[config.mk]
export PLATFORM = sky130hd
export DESIGN_NAME = trap_ctrl
export DESIGN_NICKNAME = d
export VERILOG_FILES = /design/src/rtl/trap_pkg.sv /design/src/rtl/trap_cause_enc.sv /design/src/rtl/trap_ctrl.sv
export SDC_FILE = /design/constraint.sdc
export NUM_CORES = 1
export LEC_CHECK = 0
export CAP_MARGIN = 30
export CORE_AREA = 2 2 153 155
export DETAILED_ROUTE_END_ITERATION = 16
export DIE_AREA = 0 0 155 157
export GPL_TIMING_DRIVEN = 1
export PLACE_DENSITY_LB_ADDON = 0.2
export SLEW_MARGIN = 20
export SYNTH_ARGS = -nofsm -noshare
export SYNTH_HDL_FRONTEND = slang
export SYNTH_SLANG_ARGS = --single-unit
[constraint.sdc]
create_clock -name clk -period 1.8 [get_ports clk]
set_clock_uncertainty 0.15 [all_clocks]
set_input_delay 0.27 -clock clk [delete_from_list [all_inputs] [get_ports clk]]
set_output_delay 0.27 -clock clk [all_outputs]
set_load 0.03 [all_outputs]
[src/rtl/trap_pkg.sv]
// Shared types and cause constants for the commit-stage trap controller.
package trap_pkg;

    typedef enum logic [2:0] {
        S_IDLE,
        S_TRAP,
        S_TGT,
        S_RET,
        S_REDIR
    } state_e;

    localparam logic [62:0] CAUSE_MISALIGN = 63'd0;
    localparam logic [62:0] CAUSE_ILLEGAL  = 63'd2;
    localparam logic [62:0] CAUSE_EBREAK   = 63'd3;
    localparam logic [62:0] CAUSE_ECALL    = 63'd11;

endpackage

[src/rtl/trap_cause_enc.sv]
// Priority encoder from commit-stage trap flags to an exception cause code.
module trap_cause_enc
    import trap_pkg::*;
(
    input  logic        misalign_i,
    input  logic        illegal_i,
    input  logic        ebreak_i,
    input  logic        ecall_i,
    output logic        hit_o,
    output logic [62:0] code_o
);

    always_comb begin
        hit_o  = 1'b1;
        code_o = '0;
        case (1'b1)
            misalign_i: code_o = CAUSE_MISALIGN;
            illegal_i:  code_o = CAUSE_ILLEGAL;
            ebreak_i:   code_o = CAUSE_EBREAK;
            ecall_i:    code_o = CAUSE_ECALL;
            default: begin
                hit_o  = 1'b0;
                code_o = '0;
            end
        endcase
    end

endmodule

[src/rtl/trap_ctrl.sv]
// Trap/return sequencer: raises the CSR trap or mret strobe, then
// steers the pipeline to the new PC while holding the commit stage.
module trap_ctrl
    import trap_pkg::*;
(
    input  logic        clk,
    input  logic        rst,
    input  logic        wb_valid,
    input  logic [63:0] wb_pc,
    input  logic        wb_inst_misalign,
    input  logic        wb_illegal,
    input  logic        wb_ebreak,
    input  logic        wb_ecall,
    input  logic        wb_mret,
    output logic        wb_ready,
    output logic        ex,
    output logic        ex_ret,
    output logic [63:0] epc,
    output logic [62:0] ecode,
    input  logic [63:0] ex_entry,
    input  logic [63:0] csr_rvalue,
    output logic        flush,
    output logic        redirect_valid,
    output logic [63:0] redirect_pc,
    input  logic        redirect_ready
);

    state_e      state_q, state_d;
    logic [63:0] pc_q, pc_d;
    logic [62:0] cause_q, cause_d;
    logic [63:0] tgt_q, tgt_d;

    logic        enc_hit;
    logic [62:0] enc_code;
    logic        trap_req;

    trap_cause_enc u_enc (
        .misalign_i (wb_inst_misalign),
        .illegal_i  (wb_illegal),
        .ebreak_i   (wb_ebreak),
        .ecall_i    (wb_ecall),
        .hit_o      (enc_hit),
        .code_o     (enc_code)
    );

    assign trap_req = wb_valid & enc_hit;

    always_ff @(posedge clk or negedge rst) begin
        if (!rst) begin
            state_q <= S_IDLE;
            pc_q    <= '0;
            cause_q <= '0;
            tgt_q   <= '0;
        end else begin
            state_q <= state_d;
            pc_q    <= pc_d;
            cause_q <= cause_d;
            tgt_q   <= tgt_d;
        end
    end

    // ex_entry is only valid once the CSR has absorbed the trap, hence TGT.
    always_comb begin
        state_d = state_q;
        pc_d    = pc_q;
        cause_d = cause_q;
        tgt_d   = tgt_q;
        case (state_q)
            S_IDLE: begin
                if (trap_req) begin
                    pc_d    = wb_pc;
                    cause_d = enc_code;
                    state_d = S_TRAP;
                end else if (wb_valid && wb_mret) begin
                    state_d = S_RET;
                end
            end
            S_TRAP: state_d = S_TGT;
            S_TGT: begin
                tgt_d   = ex_entry;
                state_d = S_REDIR;
            end
            S_RET: begin
                tgt_d   = csr_rvalue;
                state_d = S_REDIR;
            end
            S_REDIR: begin
                if (redirect_ready) begin
                    state_d = S_IDLE;
                end
            end
            default: state_d = S_IDLE;
        endcase
    end

    assign wb_ready       = (state_q == S_IDLE);
    assign flush          = (state_q != S_IDLE);
    assign ex             = (state_q == S_TRAP);
    assign ex_ret         = (state_q == S_RET);
    assign epc            = ex ? pc_q : '0;
    assign ecode          = ex ? cause_q : '0;
    assign redirect_valid = (state_q == S_REDIR);
    assign redirect_pc    = redirect_valid ? tgt_q : '0;

endmodule
==> results.json <==
{
  "grtUsageMet2_pct": 32.19,
  "cts_tree": "yes",
  "crit_type": "flip-flop to output port",
  "cts-buffers-inserted": 17,
  "worstSkewPairLatency_ps": 410,
  "cts.sinks": 134,
  "drive_gt1_share_pct": 40.83,
  "use_met3_pct": 5.479,
  "cp-start-kind": "flip-flop",
  "fin_hold_ws_ps": 171.3,
  "synth_top_area_share_pct": 48.45,
  "synth.most_common_cell": "dfrtp_1",
  "clock_power_share_pct": 17.7,
  "netlist_top_cells_count": "dfrtp_1 (134), and2_1 (131), o21ai_0 (66)",
  "final_cells": 1321,
  "row_count": 55,
  "placed_area_um2": 10310,
  "cts-root-buf": "clkbuf_16",
  "dr.pass1.iters": 4,
  "fillers": 1974,
  "seq_area_um2": 3358,
  "path_common_cell": "buf_6",
  "clk_pin_slew_worst_paths_ps": 60,
  "hp-class": "input port to async pin",
  "avgRoutedWirePerCell_um": 17.47,
  "crit_slowest_cell": "dfrtp_1",
  "final_area_um2": 12440,
  "status": "finished with violations",
  "p_int_mw": 12.88,
  "combPwrFrac_pct": 55.8,
  "hpwl_um": 14480,
  "synth_edf_count": 0,
  "wl_um": 23080,
  "ys_types": 27,
  "power.switching_mw": 7.442,
  "worst_ir_drop_vdd_v": 0.0005853,
  "antenna_found_initial": 0,
  "power.density_nw_per_um2": 1635,
  "pre_cts_slack_ps": -492.8,
  "violations": "setup timing",
  "place_congestion": 0.7278,
  "clk_path_buf_depth": 2,
  "period_minus_slack_ps": 2246,
  "area_delta_synth_final_pct": 79.70,
  "multi_input_area_um2": 3628,
  "async_reset_ff_share_pct": 100.0,
  "syn_avg_cell_area_um2": 10.68,
  "critPathBufInv": 5,
  "yosysWarnings": 0,
  "gr-usage-met1_pct": 21.51,
  "crit_path_max_incr_delay_ps": 400,
  "nets": 1224,
  "synthCells": 648,
  "setup_slack_ps": -445.8,
  "finalSetupTns_ps": -66110,
  "start_util_pct": 30.75,
  "die_w_um": 155,
  "rsz0062_at_grt": "yes",
  "fmax_ghz": 0.4453,
  "h-tree-depth": 4,
  "grt_max_degree": 65,
  "p_leak_nw": 5.770,
  "worstPathRequired_ps": 1380,
  "power_mw": 20.33,
  "grt_pass1_vias": 5859,
  "finalHoldViolations": 0,
  "place_inst": 1250,
  "end_kind": "output port",
  "maxCapViolCount": 0,
  "seq_area_frac_synth_pct": 48.45,
  "cpLargestDelayFamily": "buffers and inverters",
  "num_antenna_cells": 0,
  "drc": 0,
  "overflow": 0,
  "synth_flop_cell": "dfrtp_1",
  "crit_fanout": 8,
  "pin_count": 397,
  "core_area_um2": 22500,
  "synthesis.area_um2": 6920,
  "cp.arrival_ps": 1830,
  "grt_usage_pct": 18.18,
  "ys_ff_latch": 134,
  "yosysTopAreaCell": "dfrtp_1",
  "drtAntennaViolNets": 0,
  "die_area_um2": 24340,
  "switching_share_pct": 36.61,
  "slew_viol_final": 0,
  "crit_path_cell_trace": "buf_6 > nor3_4 > buf_6 > buf_12 > clkbuf_16 > and2_1 > buf_6",
  "vias": 5806,
  "drt_iter0_drc": 284,
  "grt_pass1_wl_um": 33510,
  "viasPerCell": 4.395,
  "seq_power_share_pct": 26.4,
  "fin_util_pct": 55.26,
  "top_usage_layer": "met2",
  "post-route-period-util_pct": 124.8,
  "setup_violations": 200,
  "port_buffers": 336,
  "yosys-top-cells-area": "dfrtp_1 (48%), and2_1 (12%), mux2i_1 (9.3%), mux2_1 (8.0%), buf_4 (6.5%)",
  "die_y_um": 157
}
[layer usage]
| metal | up-vias | routed length (um) | part of all wire, % |
|---|---|---|---|
| met5 | - | 0 | 0 |
| met4 | 0 | 295 | 1.3 |
| met3 | 18 | 1717 | 7.4 |
| met2 | 258 | 11810 | 51 |
| met1 | 2745 | 9261 | 40 |
| li1 | 2785 | - | - |
[what timing repair did]
item	4_1_cts	5_1_grt
pin swaps	15	31
setup endpoints to repair	200	242
hold buffers	1	0
gates resized for setup	202	78
buffers inserted	24	1
gates cloned	16	6
hold endpoints to repair	134	0
[final cells by class]
type / count / area share (%)
clock buffer: 19 / 3.481
timing repair buffer: 400 / 35.97
inverter: 4 / 0.1207
clock inverter: 13 / 1.378
multi-input combinational: 466 / 29.18
tap: 285 / 2.867
sequential: 134 / 27.00
[sequential cells by signal, summed over array words and instances, names as in the netlist]
name	cells
tgt_q	64
pc_q	64
state_q	3
cause_q	3
[power by group through the flow]
| stage | registers, mW | logic (mW) | clock network [mW] |
|---|---|---|---|
| finish | 5.37 | 11.3 | 3.60 |
| global route | 5.57 | 12.1 | 3.83 |
| CTS | 5.30 | 11.0 | 3.67 |
| detailed placement | 5.31 | 7.98 | 0 |
| global placement | 5.26 | 7.87 | 0 |
| floorplan | 5.02 | 5.38 | 0 |
[kinds of logic after synthesis]
| logic type | synth area share (%) |
|---|---|
| AND/OR/NAND/NOR | 16.53 |
| flip-flops | 48.45 |
| multiplexers | 19.67 |
| AO/OA/AOI/OAI | 5.460 |
| buffers and inverters | 9.835 |
| other | 0.05419 |
[cell usage in the layout, fill, tap and decap left out, types with 22 or more instances in the layout]
| cell type | instances |
|---|---|
| and2_2 | 45 |
| and2_4 | 71 |
| buf_12 | 22 |
| buf_4 | 56 |
| buf_6 | 105 |
| clkbuf_16 | 23 |
| clkdlybuf4s50_1 | 199 |
| conb_1 | 60 |
| dfrtp_1 | 132 |
| mux2_4 | 64 |
| mux2i_1 | 64 |
| nand2_1 | 64 |
| o21ai_0 | 63 |
[worst paths after layout]
kind / from / end / slack (ps) / cells after the start
setup / recovery: state_q[2]$_DFFE_PN0P_ / epc[22] / -450 / 7
hold / removal: rst / pc_q[1]$_DFFE_PN0P_ / 170 / 2
setup reg to reg: state_q[0]$_DFFE_PN0P_ / pc_q[43]$_DFFE_PN0P_ / -270 / 7
hold reg to reg: tgt_q[21]$_DFFE_PN0P_ / tgt_q[21]$_DFFE_PN0P_ / 320 / 2
max in group asynchronous: rst / tgt_q[23]$_DFFE_PN0P_ / 780 / 3
min in group clk: redirect_ready / state_q[2]$_DFFE_PN0P_ / 280 / 2
Power figures use the tool's default switching activity.
